**src/rtl/alu_trace_capture_if.sv**
```systemverilog
// ----------------------------------------------------------------------------
// alu_trace_capture_if
// Bundles the capture-control, sample and readout signals of alu_trace_capture.
//   master : drives Arm/Stop/Sample_En, the ALU observables and Rd_Req;
//            receives Rd_Data/Rd_Valid and the Count/Full/Busy/Overflow status.
//   slave  : the recorder side (mirror of master).
// DEPTH must match the DEPTH of the attached alu_trace_capture instance.
// ----------------------------------------------------------------------------
interface alu_trace_capture_if #(
    parameter int unsigned DEPTH = 16
);
    localparam int unsigned ADDR_W = $clog2(DEPTH);

    logic              Arm;
    logic              Stop;
    logic              Sample_En;
    logic [7:0]        ALUOut;
    logic [3:0]        ALUOutFlag;
    logic [7:0]        Address;
    logic [15:0]       IROut;
    logic              Rd_Req;
    logic [35:0]       Rd_Data;
    logic              Rd_Valid;
    logic [ADDR_W:0]   Count;
    logic              Full;
    logic              Busy;
    logic              Overflow;

    modport master (
        output Arm, Stop, Sample_En, ALUOut, ALUOutFlag, Address, IROut, Rd_Req,
        input  Rd_Data, Rd_Valid, Count, Full, Busy, Overflow
    );

    modport slave (
        input  Arm, Stop, Sample_En, ALUOut, ALUOutFlag, Address, IROut, Rd_Req,
        output Rd_Data, Rd_Valid, Count, Full, Busy, Overflow
    );
endinterface

```
**src/rtl/alu_trace_capture.sv**
```systemverilog
// ----------------------------------------------------------------------------
// alu_trace_capture
// Trace recorder for ALU observables. While armed (Busy) each Sample_En cycle
// stores {ALUOutFlag, ALUOut, Address, IROut} into a DEPTH-entry circular
// buffer. After Stop the entries are popped oldest-first with Rd_Req; each pop
// returns its entry on Rd_Data one cycle later with a single Rd_Valid pulse.
// Ports:
//   Clock  : system clock, rising edge
//   Reset  : asynchronous, active-low; discards all contents
//   bus    : alu_trace_capture_if.slave (control, samples, readout, status)
// Optional feature:
//   ALU_TRACE_CHANGE_ONLY_EN : when defined, a sample is recorded only if it
//   differs from the last recorded one (first sample after Arm always kept);
//   suppressed duplicates never set Overflow.
// ----------------------------------------------------------------------------
module alu_trace_capture #(
    parameter int unsigned DEPTH = 16
) (
    input logic              Clock,
    input logic              Reset,
    alu_trace_capture_if.slave bus
);
    localparam int unsigned ADDR_W = $clog2(DEPTH);
    localparam logic [ADDR_W:0] CntFull = (ADDR_W + 1)'(DEPTH);
    localparam logic [ADDR_W:0] CntOne  = (ADDR_W + 1)'(1);

    typedef enum logic [1:0] {StIdle, StCapture, StDone} state_e;

    state_e              state_q, state_d;
    logic [35:0]         mem [DEPTH];
    logic [ADDR_W-1:0]   wr_ptr_q, rd_ptr_q;
    logic [ADDR_W:0]     count_q;
    logic [35:0]         rd_data_q;
    logic                rd_valid_q;
    logic                overflow_q;

    logic [35:0]         sample;
    logic                full;
    logic                is_new;
    logic                clear;
    logic                push_req;
    logic                push;
    logic                drop;
    logic                pop;

    assign sample = {bus.ALUOutFlag, bus.ALUOut, bus.Address, bus.IROut};
    assign full   = (count_q == CntFull);

`ifdef ALU_TRACE_CHANGE_ONLY_EN
    // Last sample actually written; last_vld_q drops on Arm so the first
    // sample of a new capture is never treated as a duplicate.
    logic [35:0] last_q;
    logic        last_vld_q;

    assign is_new = ~last_vld_q | (sample != last_q);

    always_ff @(posedge Clock or negedge Reset) begin
        if (!Reset) begin
            last_q     <= '0;
            last_vld_q <= 1'b0;
        end else if (clear) begin
            last_vld_q <= 1'b0;
        end else if (push) begin
            last_q     <= sample;
            last_vld_q <= 1'b1;
        end
    end
`else
    assign is_new = 1'b1;
`endif

    // State register
    always_ff @(posedge Clock or negedge Reset) begin
        if (!Reset) begin
            state_q <= StIdle;
        end else begin
            state_q <= state_d;
        end
    end

    // Next-state logic
    always_comb begin
        state_d = state_q;
        unique case (state_q)
            StIdle:    if (bus.Arm)  state_d = StCapture;
            StCapture: if (bus.Stop) state_d = StDone;
            StDone:    if (bus.Arm)  state_d = StCapture;
            default:   state_d = StIdle;
        endcase
    end

    // Control outputs; Arm wins over Rd_Req in DONE, and Arm is ignored in CAPTURE
    always_comb begin
        clear    = 1'b0;
        push_req = 1'b0;
        pop      = 1'b0;
        unique case (state_q)
            StIdle:    clear = bus.Arm;
            StCapture: push_req = bus.Sample_En & is_new;
            StDone: begin
                clear = bus.Arm;
                pop   = ~bus.Arm & bus.Rd_Req & (count_q != '0);
            end
            default: ;
        endcase
    end

    assign push = push_req & ~full;
    assign drop = push_req & full;

    // Pointers, occupancy, readout register and sticky overflow
    always_ff @(posedge Clock or negedge Reset) begin
        if (!Reset) begin
            wr_ptr_q   <= '0;
            rd_ptr_q   <= '0;
            count_q    <= '0;
            rd_data_q  <= '0;
            rd_valid_q <= 1'b0;
            overflow_q <= 1'b0;
        end else begin
            rd_valid_q <= pop;
            if (clear) begin
                wr_ptr_q   <= '0;
                rd_ptr_q   <= '0;
                count_q    <= '0;
                overflow_q <= 1'b0;
            end else begin
                // push and pop live in different states, never together
                if (push) begin
                    wr_ptr_q <= wr_ptr_q + ADDR_W'(1);
                    count_q  <= count_q + CntOne;
                end
                if (pop) begin
                    rd_ptr_q  <= rd_ptr_q + ADDR_W'(1);
                    count_q   <= count_q - CntOne;
                    rd_data_q <= mem[rd_ptr_q];
                end
                if (drop) begin
                    overflow_q <= 1'b1;
                end
            end
        end
    end

    // Storage only; unwritten entries are never observable
    always_ff @(posedge Clock) begin
        if (push) begin
            mem[wr_ptr_q] <= sample;
        end
    end

    assign bus.Rd_Data  = rd_data_q;
    assign bus.Rd_Valid = rd_valid_q;
    assign bus.Count    = count_q;
    assign bus.Full     = full;
    assign bus.Busy     = (state_q == StCapture);
    assign bus.Overflow = overflow_q;
endmodule
```
**src/flat_wrapper.sv**
```systemverilog
// flat-port wrapper written by rule: the top's interface ports become plain ports
module alu_trace_capture_flat 
#(
    parameter int unsigned DEPTH = 16
)
  (Clock, Reset, bus_Arm, bus_Stop, bus_Sample_En, bus_ALUOut, bus_ALUOutFlag, bus_Address, bus_IROut, bus_Rd_Req, bus_Rd_Data, bus_Rd_Valid, bus_Count, bus_Full, bus_Busy, bus_Overflow);
  alu_trace_capture_if #(.DEPTH(DEPTH)) bus_i ();
  input logic Clock;
  input logic Reset;
  input wire logic [$bits(bus_i.Arm)-1:0] bus_Arm;
  input wire logic [$bits(bus_i.Stop)-1:0] bus_Stop;
  input wire logic [$bits(bus_i.Sample_En)-1:0] bus_Sample_En;
  input wire logic [$bits(bus_i.ALUOut)-1:0] bus_ALUOut;
  input wire logic [$bits(bus_i.ALUOutFlag)-1:0] bus_ALUOutFlag;
  input wire logic [$bits(bus_i.Address)-1:0] bus_Address;
  input wire logic [$bits(bus_i.IROut)-1:0] bus_IROut;
  input wire logic [$bits(bus_i.Rd_Req)-1:0] bus_Rd_Req;
  output wire logic [$bits(bus_i.Rd_Data)-1:0] bus_Rd_Data;
  output wire logic [$bits(bus_i.Rd_Valid)-1:0] bus_Rd_Valid;
  output wire logic [$bits(bus_i.Count)-1:0] bus_Count;
  output wire logic [$bits(bus_i.Full)-1:0] bus_Full;
  output wire logic [$bits(bus_i.Busy)-1:0] bus_Busy;
  output wire logic [$bits(bus_i.Overflow)-1:0] bus_Overflow;
  assign bus_i.Arm = bus_Arm;
  assign bus_i.Stop = bus_Stop;
  assign bus_i.Sample_En = bus_Sample_En;
  assign bus_i.ALUOut = bus_ALUOut;
  assign bus_i.ALUOutFlag = bus_ALUOutFlag;
  assign bus_i.Address = bus_Address;
  assign bus_i.IROut = bus_IROut;
  assign bus_i.Rd_Req = bus_Rd_Req;
  assign bus_Rd_Data = bus_i.Rd_Data;
  assign bus_Rd_Valid = bus_i.Rd_Valid;
  assign bus_Count = bus_i.Count;
  assign bus_Full = bus_i.Full;
  assign bus_Busy = bus_i.Busy;
  assign bus_Overflow = bus_i.Overflow;
  alu_trace_capture #(.DEPTH(DEPTH)) u_core (.Clock(Clock), .Reset(Reset), .bus(bus_i));
endmodule
```
**config.mk**
```make
export PLATFORM = sky130hd
export DESIGN_NAME = alu_trace_capture_flat
export DESIGN_NICKNAME = d
export VERILOG_FILES = /design/src/rtl/alu_trace_capture_if.sv /design/src/rtl/alu_trace_capture.sv /design/src/flat_wrapper.sv
export SDC_FILE = /design/constraint.sdc
export NUM_CORES = 1
export LEC_CHECK = 0
export CAP_MARGIN = 20
export CORE_ASPECT_RATIO = 1.4
export CORE_MARGIN = 10
export CORE_UTILIZATION = 35
export CTS_CLUSTER_DIAMETER = 40
export DETAILED_ROUTE_END_ITERATION = 10
export PLACE_DENSITY = 0.6
export SYNTH_ARGS = -nofsm -noshare
export SYNTH_HDL_FRONTEND = slang
export SYNTH_SLANG_ARGS = --single-unit
```
**constraint.sdc**
```tcl
create_clock -name Clock -period 3 [get_ports Clock]
set_input_delay 0.3 -clock Clock [delete_from_list [all_inputs] [get_ports Clock]]
set_output_delay 0.3 -clock Clock [all_outputs]
set_load 0.05 [all_outputs]
```
==> insert_results.sql, run 1 <==
INSERT INTO impl_metrics (metric_group, metric, value, unit) VALUES
('run_status', 'run_status', 'completed', ''),
('global_route', 'grt_remaining_overflow', '0', ''),
('global_route', 'first_global_vias', '12910', ''),
('floorplan', 'die_height', '330.0', 'microns'),
('logic_synthesis', 'synth_compound_area_frac', '0.05180', ''),
('place', 'detailed_place_hpwl', '33460', 'microns'),
('floorplan', 'floorplan.initialDensity', '0.3534', ''),
('clock_tree', 'cts.reportedPaths.clkPinSlew', '0.06', 'ns'),
('clock_tree', 'htreeDepth', '3', ''),
('floorplan', 'core-area', '0.06801', 'sq mm'),
('pwr', 'p_clk_frac', '0.412', ''),
('global_route', 'global_route.usage.total', '0.1427', ''),
('place', 'io_buffers', '86', ''),
('cells_and_area', 'layout_common_cells', 'sky130_fd_sc_hd__edfxtp_1 (576), sky130_fd_sc_hd__mux2i_1 (156), sky130_fd_sc_hd__clkdlybuf4s50_1 (84)', ''),
('pwr', 'power_switching', '5.695', 'mW'),
('route', 'drt-vias-per-instance', '5.087', ''),
('logic_synthesis', 'synth_cells', '1252', ''),
('place', 'placement.cell_area', '0.02663', 'sq mm'),
('logic_synthesis', 'synth_top_cell_by_area', 'sky130_fd_sc_hd__edfxtp_1', ''),
('logic_synthesis', 'syn-mean-instance-area', '19.19', 'sq um'),
('clock_tree', 'cts_root_buffer', 'sky130_fd_sc_hd__clkbuf_16', ''),
('logic_synthesis', 'yosys_warnings', '0', ''),
('worst_setup_path', 'crit_path_max_fanout', '6', ''),
('logic_synthesis', 'post_synth_main_area_contributors', 'sky130_fd_sc_hd__edfxtp_1 (72%), sky130_fd_sc_hd__mux2i_1 (6.5%), sky130_fd_sc_hd__dfrtp_1 (5.5%)', ''),
('floorplan', 'floorplan.die_area', '0.07969', 'sq mm'),
('pwr', 'leakage', '9.185', 'nW'),
('clock_tree', 'source_to_sink_clock_delay_at_the_later_pin_of_the_worst_skew_pair', '0.62', 'ns'),
('floorplan', 'rows', '113', ''),
('logic_synthesis', 'synth_mux_area_frac', '0.1229', ''),
('sta', 'relSlewSlack', '0.3522', ''),
('sta', 'grt_setup_unrepaired', 'false', ''),
('logic_synthesis', 'synth_seq_area_share', '0.7749', ''),
('cells_and_area', 'final_common_cell', 'sky130_fd_sc_hd__edfxtp_1', ''),
('logic_synthesis', 'synth_xor_area_frac', '0.003280', ''),
('logic_synthesis', 'asyncSetResetFlopFracSynth', '0.08426', ''),
('pwr', 'p_comb_frac', '0.122', ''),
('sta', 'fmaxAchievable', '0.3652', 'GHz'),
('logic_synthesis', 'synth_largest_type_area_fraction', '0.7197', ''),
('route', 'drtIter0Drc', '847', ''),
('worst_setup_path', 'endpoint_kind_of_the_worst_setup_timing_path', 'register', ''),
('global_route', 'number_of_antenna_violations_at_the_first_check_in_global_routing', '2', ''),
('cells_and_area', 'drive_above_1_share', '0.1911', ''),
('global_route', 'grt_max_degree', '68', ''),
('route', 'routed-via-count', '12220', ''),
('worst_setup_path', 'critical_path.startpoint_type', 'register', ''),
('pwr', 'power.ir.vdd_worst', '0.3629', 'mV'),
('sta', 'number_of_failing_hold_endpoints_at_the_final_stage', '0', ''),
('cells_and_area', 'syn2layout_area_growth', '21.16', '%'),
('logic_synthesis', 'post_synth_and_or_nand_nor_area_fraction', '0.02411', ''),
('sta', 'report.final.setup_viol', '0', ''),
('place', 'globalplace.congestion', '0.7598', ''),
('logic_synthesis', 'synth_ff_type', 'sky130_fd_sc_hd__edfxtp_1', ''),
('clock_tree', 'postCtsSetupRepairBufs', '0', ''),
('logic_synthesis', 'netlist-cell-type-count', '46', ''),
('clock_tree', 'cts_tree', 'yes', ''),
('sta', 'tightest_slew', '0.9717', 'ns'),
('pwr', 'pwr_density_cell', '753.9', 'mW/mm^2'),
('sta', 'fin_crit', '2.738', 'ns'),
('sta', 'finClkSkew', '0.02340', 'ns'),
('cells_and_area', 'number_of_antenna_diodes', '0', ''),
('logic_synthesis', 'netlist_area', '0.02403', 'sq mm'),
('cells_and_area', 'fin_nets', '1473', ''),
('pwr', 'power_frac_seq', '0.466', ''),
('worst_setup_path', 'critPathArrivalTime', '3.23', 'ns'),
('sta', 'finalMaxSlewViolations', '0', ''),
('worst_setup_path', 'worst_ep_required_time', '3.49', 'ns'),
('clock_tree', 'inserted_clock_buffers', '71', ''),
('route', 'route.antenna.remaining_nets', '0', ''),
('pwr', 'power_switching_share', '0.2594', ''),
('floorplan', 'io-pin-count', '87', ''),
('worst_setup_path', 'path_class', 'register to register', '');
power groups by stage:
stage	registers, mW	clock network [mW]	logic, mW
after floorplan	11.1	0	0.879
after global placement	10.4	0	2.70
after detailed placement	10.4	0	2.73
after CTS	10.2	9.25	2.74
after global routing	10.3	9.56	2.88
final	10.2	9.04	2.68
layer usage:
layer,routed length [microns],part of all wire,vias to the layer above,track usage
li1,-,-,5448,-
met3,2901,0.051,76,0.02577
met4,1247,0.022,4,0.05080
met2,30050,0.53,304,0.2522
met5,23,0.00040,-,0
met1,22610,0.40,6383,0.1709
through the flow:
stage / cells / util / total power [mW] / worst slack, ns / hold slack [ns]
after floorplan: 1252 / - / 12.02 / 0.05133 / 0.004409
after CTS: 2401 / 0.4282 / 22.23 / 0.2247 / 0.2778
after detailed placement: 2268 / 0.3916 / 13.15 / 0.05077 / 0.5061
final: 2401 / 0.4282 / 21.95 / 0.2620 / 0.3114
after global placement: 2268 / 0.3916 / 13.11 / 0.1324 / 0.5110
after global routing: 2401 / 0.4282 / 22.72 / 0.1264 / 0.3347
final timing paths:
kind / cells after the start / to / slack [ns] / start
min in group asynchronous: 2 / u_core.bus.Rd_Data[0]$_DFFE_PN0P_ / 0.38 / Reset
max reg2reg: 8 / u_core.bus.Count[4]$_DFFE_PN0P_ / 0.26 / u_core.bus.Count[1]$_DFFE_PN0P_
max: 8 / u_core.bus.Count[4]$_DFFE_PN0P_ / 0.26 / u_core.bus.Count[1]$_DFFE_PN0P_
min: 2 / u_core.state_q[0]$_DFFE_PN0P_ / 0.31 / bus_Stop
min reg2reg: 2 / u_core.bus.Overflow$_DFFE_PN0P_ / 0.51 / u_core.bus.Overflow$_DFFE_PN0P_
max in group asynchronous: 2 / u_core.rd_ptr_q[1]$_DFFE_PN0P_ / 1.88 / Reset
synth_stat cells (2+ instances only):
master                     number
sky130_fd_sc_hd__nand4_1        2
sky130_fd_sc_hd__buf_6          8
sky130_fd_sc_hd__a31oi_1       12
sky130_fd_sc_hd__o21ai_0        3
sky130_fd_sc_hd__buf_2         42
sky130_fd_sc_hd__a21o_1         3
sky130_fd_sc_hd__and2_1        13
sky130_fd_sc_hd__mux4_2        56
sky130_fd_sc_hd__edfxtp_1     576
sky130_fd_sc_hd__inv_1          7
sky130_fd_sc_hd__xor2_1         4
sky130_fd_sc_hd__dfrtp_1       53
sky130_fd_sc_hd__a211oi_1      36
sky130_fd_sc_hd__mux4_1         5
sky130_fd_sc_hd__nor2_2         2
sky130_fd_sc_hd__nand3_1        2
sky130_fd_sc_hd__and4_1         5
sky130_fd_sc_hd__xnor2_1        5
sky130_fd_sc_hd__mux2i_1      156
sky130_fd_sc_hd__nand2b_1       3
sky130_fd_sc_hd__nand3b_1       3
sky130_fd_sc_hd__nor2_1        63
sky130_fd_sc_hd__buf_4          8
sky130_fd_sc_hd__ha_1           8
sky130_fd_sc_hd__nor2b_1        3
sky130_fd_sc_hd__nand2_1       11
sky130_fd_sc_hd__a21oi_1       52
sky130_fd_sc_hd__clkbuf_1      11
sky130_fd_sc_hd__o22ai_1       72
sky130_fd_sc_hd__a221oi_1      12
kinds of logic after synthesis:
group           count (synthesis)
mux                           217
fa+ha+maj                       9
xor+xnor                        9
buf+inv                        77
flops                         629
compound gates                195
simple gates                  116
flip-flops by register name, indices dropped and copies added, names as in the netlist:
| name | cells |
|---|---|
| u_core.mem | 576 |
| u_core.state_q | 2 |
| u_core.wr_ptr_q | 4 |
| u_core.bus.Rd_Valid | 1 |
| u_core.bus.Overflow | 1 |
| u_core.bus.Count | 5 |
| u_core.rd_ptr_q | 4 |
| u_core.bus.Rd_Data | 36 |
worst max-delay path, cell delays in order (launching register included):
cell and delay, ns:
sky130_fd_sc_hd__dfrtp_1 0.44, sky130_fd_sc_hd__nor4_2 0.40, sky130_fd_sc_hd__a21o_1 0.29, sky130_fd_sc_hd__inv_2 0.09, sky130_fd_sc_hd__ha_1 0.34, sky130_fd_sc_hd__a21o_1 0.20
sky130_fd_sc_hd__a21oi_1 0.19, sky130_fd_sc_hd__mux4_2 0.51, sky130_fd_sc_hd__and2_1 0.16
final cells by class:
type	instances	area [sq um]
well taps	920	1151
multi-input cells	546	5007
clock inverters	49	624.3
flip-flops and latches	629	18630
inverters	8	30.03
clock buffers	83	1852
repair buffers	166	1823
fillers	5889	38890
timing repair:
item / CTS / global route
resized for setup: 1 / 0
setup endpoints to repair: 1 / 0
hold buffers: 1 / 0
endpoints found under the hold margin: 53 / 0
Power figures use the tool's default switching activity.
==> inputs of run 2 (changes only) <==
- ABC_CLOCK_PERIOD_IN_PS: unset -> 3000
- CORE_UTILIZATION: 35 -> 49
- PLACE_DENSITY: 0.6 -> 0.75
- SKIP_CTS_REPAIR_TIMING: unset -> 1
==> run 2 against run 1 <==
Effect of this change: non-clock buffer count fell by 13; fmax fell by 6.4%; via count rose by 3.2%; worst hold slack improved by 0.0070 ns.
==> insert_results.sql, run 2 (synthesis results as in run 1) <==
INSERT INTO impl_metrics (metric_group, metric, value, unit) VALUES
('sta', 'setup_tns', '0', 'ns'),
('global_route', 'grt_max_degree', '54', ''),
('job', 'cap_violations', '0', ''),
('sta', 'report.final.setup_viol', '0', ''),
('floorplan', 'rows', '96', ''),
('clock_tree', 'source_to_sink_clock_delay_at_the_later_pin_of_the_worst_skew_pair', '0.60', 'ns'),
('cells_and_area', 'reg_with_most_ffs', 'u_core.mem', ''),
('route', 'totalWireLength', '56120', 'microns'),
('clock_tree', 'cts.reportedPaths.clkPinSlew', '0.06', 'ns'),
('worst_setup_path', 'path_class', 'register to output port', ''),
('pwr', 'pwr_density_cell', '733.9', 'mW/mm^2'),
('route', 'drt-vias-per-instance', '6.052', ''),
('global_route', 'grt_pass1_wl', '82970', 'microns'),
('run_status', 'run_status', 'completed', ''),
('sta', 'finClkSkew', '0.02099', 'ns'),
('cells_and_area', 'fillCellCount', '3510', ''),
('pwr', 'leakage', '8.881', 'nW'),
('place', 'detailed_place_hpwl', '31610', 'microns'),
('floorplan', 'die_width', '207.2', 'microns'),
('global_route', 'first_global_vias', '12950', ''),
('clock_tree', 'inserted_clock_buffers', '58', ''),
('cells_and_area', 'layout_common_cells', 'sky130_fd_sc_hd__edfxtp_1 (576), sky130_fd_sc_hd__mux2i_1 (156), sky130_fd_sc_hd__clkdlybuf4s50_1 (85)', ''),
('route', 'drt_pre_antenna_iters', '5', ''),
('clock_tree', 'cts_root_buffer', 'sky130_fd_sc_hd__clkbuf_16', ''),
('sta', 'min_period_over_period', '0.9751', ''),
('floorplan', 'io-pin-count', '87', ''),
('place', 'io_buffers', '86', ''),
('clock_tree', 'htreeDepth', '2', ''),
('worst_setup_path', 'endpoint_kind_of_the_worst_setup_timing_path', 'output port', ''),
('cells_and_area', 'final_common_cell', 'sky130_fd_sc_hd__edfxtp_1', ''),
('clock_tree', 'cts_num_sinks', '629', ''),
('route', 'post_drt_wl_per_cell', '26.94', 'microns'),
('sta', 'number_of_failing_hold_endpoints_at_the_final_stage', '0', ''),
('floorplan', 'core-area', '0.04877', 'sq mm'),
('sta', 'fin_crit', '2.925', 'ns'),
('cells_and_area', 'number_of_flip_flops_in_the_largest_register', '576', ''),
('floorplan', 'floorplan.initialDensity', '0.4928', ''),
('clock_tree', 'max-clock-path-buffers', '3', ''),
('cells_and_area', 'fin_nets', '1447', ''),
('sta', 'finalMaxSlewViolations', '0', ''),
('worst_setup_path', 'worst_ep_required_time', '2.70', 'ns'),
('place', 'globalplace.congestion', '0.7972', ''),
('sta', 'grt_setup_unrepaired', 'false', ''),
('place', 'dpl.cell_count', '1972', ''),
('cells_and_area', 'multi_input_comb_area', '0.005007', 'sq mm'),
('route', 'drc', '0', ''),
('floorplan', 'floorplan.die_area', '0.05843', 'sq mm'),
('worst_setup_path', 'critical_path.startpoint_type', 'register', ''),
('cells_and_area', 'syn2layout_area_growth', '17.24', '%'),
('worst_setup_path', 'crit_path_max_fanout', '6', ''),
('sta', 'fmaxAchievable', '0.3419', 'GHz'),
('cells_and_area', 'seqCellArea', '0.01863', 'sq mm'),
('sta', 'tightest_slew', '0.9954', 'ns'),
('worst_setup_path', 'critPathArrivalTime', '2.63', 'ns'),
('route', 'route.antenna.remaining_nets', '0', ''),
('worst_hold_path', 'worstHoldPathType', 'input pin to register', ''),
('cells_and_area', 'drive_above_1_share', '0.1697', ''),
('clock_tree', 'cts_tree', 'yes', ''),
('pwr', 'power.ir.vdd_worst', '0.4349', 'mV'),
('route', 'routed-via-count', '12610', ''),
('floorplan', 'die_height', '282.0', 'microns'),
('global_route', 'grt_remaining_overflow', '0', ''),
('global_route', 'number_of_antenna_violations_at_the_first_check_in_global_routing', '4', ''),
('global_route', 'global_route.usage.total', '0.1875', ''),
('route', 'drtIter0Drc', '1222', ''),
('sta', 'relSlewSlack', '0.3351', ''),
('cells_and_area', 'fin_cells', '2083', '');
[run 2: where the power goes]
| group | switching, mW | total (mW) | internal [mW] |
|---|---|---|---|
| registers | 0.287 | 10.3 | 9.97 |
| clock network | 3.23 | 7.74 | 4.51 |
| logic | 1.75 | 2.68 | 0.926 |
| total | 5.27 | 20.7 | 15.4 |
[run 2: final cells by class]
type,instances,area share
Clock buffer,76,0.05715
Timing Repair Buffer,153,0.05942
Sequential cell,629,0.6613
Multi-Input combinational cell,546,0.1777
Clock inverter,32,0.01492
Antenna cell,2,0.0001776
Tap cell,637,0.02829
Inverter,8,0.001066
[run 2: worst paths after layout]
kind,start,endpoint,slack [ns],cells past startpoint
min reg2reg,u_core.bus.Overflow$_DFFE_PN0P_,u_core.bus.Overflow$_DFFE_PN0P_,0.51,2
max reg2reg,u_core.bus.Count[1]$_DFFE_PN0P_,u_core.bus.Count[4]$_DFFE_PN0P_,0.36,8
max in group asynchronous,Reset,u_core.bus.Rd_Data[11]$_DFFE_PN0P_,1.74,3
min in group asynchronous,Reset,u_core.bus.Rd_Data[27]$_DFFE_PN0P_,0.41,2
max,u_core.bus.Count[1]$_DFFE_PN0P_,bus_Full,0.07,3
min,bus_Stop,u_core.state_q[0]$_DFFE_PN0P_,0.32,2
[run 2: stage by stage]
step | util | cell area, sq um | total power, mW | hold slack, ns | setup slack (ns)
after floorplan | - | 24030 | 12.02 | 0.004409 | 0.05133
after CTS | 0.5774 | 28160 | 20.78 | -0.1228 | 0.04424
after detailed placement | 0.5358 | 26130 | 13.13 | 0.5010 | 0.1122
after global placement | 0.5358 | 26130 | 13.06 | 0.4831 | 0.1932
after global routing | 0.5777 | 28170 | 21.26 | 0.3395 | 0.01566
final | 0.5777 | 28170 | 20.68 | 0.3184 | 0.07475
[run 2: worst max-delay path: stages (launching register included)]
cell and delay [ns]:
sky130_fd_sc_hd__dfrtp_1 0.45, sky130_fd_sc_hd__or4_4 0.60, sky130_fd_sc_hd__nor2_1 0.16, sky130_fd_sc_hd__clkdlybuf4s50_1 0.83
[run 2: routing by layer]
metal,GRT usage,share of wire,vias to the layer above
li1,-,-,5363
met1,0.2301,0.38,6587
met2,0.3298,0.52,548
met3,0.03170,0.071,105
met4,0.06600,0.028,4
met5,0,0.00029,-
==> inputs of run 3 (changes only) <==
- CTS_BUF_LIST: unset -> sky130_fd_sc_hd__clkbuf_8
==> run 3 against run 2 <==
Effect of this change: final cell count grew 2.8%; clock skew grew 0.0048 ns; critical path depth grew 5; clock power shrank 16%; register-to-register slack is essentially flat; flip-flop and latch count is the same; worst hold slack lost 0.065 ns; critical endpoint is now u_core.bus.Count[4]$_DFFE_PN0P_; sequential share of layout area grew 0.63 points; combinational power is essentially flat; fmax grew 10%; power shrank 5.8%; wire length shrank 0.67%.
==> insert_results.sql, run 3 (synthesis results as in run 1) <==
INSERT INTO impl_metrics (metric_group, metric, value, unit) VALUES
('run_status', 'run_status', 'completed', ''),
('global_route', 'grt_remaining_overflow', '0', ''),
('floorplan', 'core-area', '0.04877', 'sq mm'),
('floorplan', 'floorplan.initialDensity', '0.4928', ''),
('route', 'drtIter0Drc', '1148', ''),
('sta', 'setup_tns', '0', 'ns'),
('sta', 'finalMaxSlewViolations', '0', ''),
('global_route', 'grt.met1_usage', '0.2231', ''),
('clock_tree', 'cts_root_buffer', 'sky130_fd_sc_hd__clkbuf_8', ''),
('worst_setup_path', 'path_class', 'register to register', ''),
('route', 'drt-vias-per-instance', '5.891', ''),
('clock_tree', 'cts.reportedPaths.clkPinSlew', '0.06', 'ns'),
('global_route', 'top_usage_layer', 'met2', ''),
('clock_tree', 'inserted_clock_buffers', '90', ''),
('floorplan', 'floorplan.die_area', '0.05843', 'sq mm'),
('cells_and_area', 'drive_above_1_share', '0.1811', ''),
('route', 'drc', '0', ''),
('sta', 'grt_setup_unrepaired', 'false', ''),
('cells_and_area', 'layout_common_cells', 'sky130_fd_sc_hd__edfxtp_1 (576), sky130_fd_sc_hd__mux2i_1 (156), sky130_fd_sc_hd__clkbuf_8 (101)', ''),
('global_route', 'number_of_antenna_violations_at_the_first_check_in_global_routing', '4', ''),
('route', 'totalWireLength', '55740', 'microns'),
('route', 'post_drt_wl_per_cell', '26.04', 'microns'),
('job', 'cap_violations', '0', ''),
('clock_tree', 'htreeDepth', '3', ''),
('cells_and_area', 'final_common_cell', 'sky130_fd_sc_hd__edfxtp_1', ''),
('place', 'io_buffers', '86', ''),
('sta', 'finClkSkew', '0.02576', 'ns'),
('floorplan', 'die_height', '282.0', 'microns'),
('pwr', 'pwr_density_cell', '697.6', 'mW/mm^2'),
('worst_setup_path', 'worst_ep_required_time', '3.55', 'ns'),
('sta', 'report.final.setup_viol', '0', ''),
('cells_and_area', 'layout_utilization', '0.5723', ''),
('sta', 'number_of_failing_hold_endpoints_at_the_final_stage', '0', ''),
('pwr', 'power.ir.vdd_worst', '0.3673', 'mV'),
('worst_hold_path', 'hold_path_depth', '2', ''),
('sta', 'relSlewSlack', '0.3113', ''),
('floorplan', 'die_width', '207.2', 'microns'),
('cells_and_area', 'fin_nets', '1479', ''),
('clock_tree', 'cts_num_sinks', '629', ''),
('worst_setup_path', 'endpoint_kind_of_the_worst_setup_timing_path', 'register', ''),
('place', 'detailed_place_hpwl', '31610', 'microns'),
('floorplan', 'rows', '96', ''),
('sta', 'fin_crit', '2.650', 'ns'),
('global_route', 'grt_max_degree', '54', ''),
('route', 'routed-via-count', '12610', ''),
('pwr', 'post-layout-total-power', '19.47', 'mW'),
('place', 'globalplace.congestion', '0.7972', ''),
('clock_tree', 'source_to_sink_clock_delay_at_the_later_pin_of_the_worst_skew_pair', '0.66', 'ns'),
('worst_hold_path', 'worstHoldPathType', 'input pin to register', ''),
('global_route', 'gr-usage-met3', '0.03965', ''),
('route', 'route.antenna.remaining_nets', '0', ''),
('clock_tree', 'max-clock-path-buffers', '3', ''),
('global_route', 'grt_pass1_wl', '82120', 'microns'),
('cells_and_area', 'reg_with_most_ffs', 'u_core.mem', ''),
('sta', 'fin_hold_ws', '0.2533', 'ns'),
('global_route', 'global_route.usage.total', '0.1862', ''),
('sta', 'fmaxAchievable', '0.3773', 'GHz'),
('place', 'place_worst_setup_slack', '0.1122', 'ns'),
('cells_and_area', 'number_of_flip_flops_in_the_largest_register', '576', ''),
('sta', 'final_critical_path_setup_slack', '0.3498', 'ns'),
('worst_setup_path', 'crit_path_max_fanout', '6', ''),
('clock_tree', 'cts_tree', 'yes', ''),
('worst_setup_path', 'critical_path.startpoint_type', 'register', ''),
('floorplan', 'io-pin-count', '87', ''),
('sta', 'min_period_over_period', '0.8834', ''),
('cells_and_area', 'syn2layout_area_growth', '16.12', '%'),
('worst_setup_path', 'number_of_cells_on_the_worst_reg_to_reg_path', '8', ''),
('pwr', 'leakage', '8.946', 'nW'),
('global_route', 'first_global_vias', '13230', ''),
('global_route', 'gr-usage-met2', '0.3244', ''),
('worst_setup_path', 'critPathArrivalTime', '3.20', 'ns'),
('route', 'drt_pre_antenna_iters', '5', ''),
('sta', 'tightest_slew', '1.031', 'ns');
==> run 3: per-stage QoR <==
stage	cell area, sq um	cells
6_report	27910	2141
5_1_grt	27910	2141
4_1_cts	27890	2138
3_5_place_dp	26130	1972
3_3_place_gp	26130	1972
2_1_floorplan	24030	1252
==> run 3: metal layers <==
metal,share of wire,vias to the layer above
li1,-,5446
met1,0.38,6515
met2,0.52,521
met3,0.069,127
met4,0.031,4
met5,0.00029,-
==> run 3: area by class of cell <==
cell class | instances | area, sq um
Multi-Input combinational cell | 546 | 5007
Clock buffer | 101 | 1390
Antenna cell | 2 | 5.005
Fill cell | 3555 | 20860
Timing Repair Buffer | 153 | 1677
Clock inverter | 65 | 370.4
Inverter | 8 | 30.03
Sequential cell | 629 | 18630
Tap cell | 637 | 797.0
==> run 3: report_power, final <==
group / internal, mW / switching (mW)
registers: 9.98 / 0.286
logic: 0.926 / 1.75
clock network: 3.37 / 3.17
total: 14.3 / 5.20
==> run 3: path summary, 6_finish.rpt <==
| kind | from | to | slack [ns] |
|---|---|---|---|
| min in group asynchronous | Reset | u_core.bus.Count[0]$_DFFE_PN0P_ | 0.35 |
| max | u_core.bus.Count[0]$_DFFE_PN0P_ | u_core.bus.Count[4]$_DFFE_PN0P_ | 0.35 |
| max reg2reg | u_core.bus.Count[0]$_DFFE_PN0P_ | u_core.bus.Count[4]$_DFFE_PN0P_ | 0.35 |
| min reg2reg | u_core.bus.Overflow$_DFFE_PN0P_ | u_core.bus.Overflow$_DFFE_PN0P_ | 0.51 |
| min | bus_Stop | u_core.state_q[0]$_DFFE_PN0P_ | 0.25 |
| max in group asynchronous | Reset | u_core.bus.Rd_Data[3]$_DFFE_PN0P_ | 1.79 |
==> run 3: worst max-delay path, stage by stage, from the launching register on <==
cell                      delay [ns]
sky130_fd_sc_hd__dfrtp_1        0.46
sky130_fd_sc_hd__nor4_2         0.35
sky130_fd_sc_hd__a21o_1         0.25
sky130_fd_sc_hd__inv_2          0.08
sky130_fd_sc_hd__ha_1           0.32
sky130_fd_sc_hd__a21o_1         0.20
sky130_fd_sc_hd__a21oi_1        0.20
sky130_fd_sc_hd__mux4_2         0.52
sky130_fd_sc_hd__and2_1         0.17
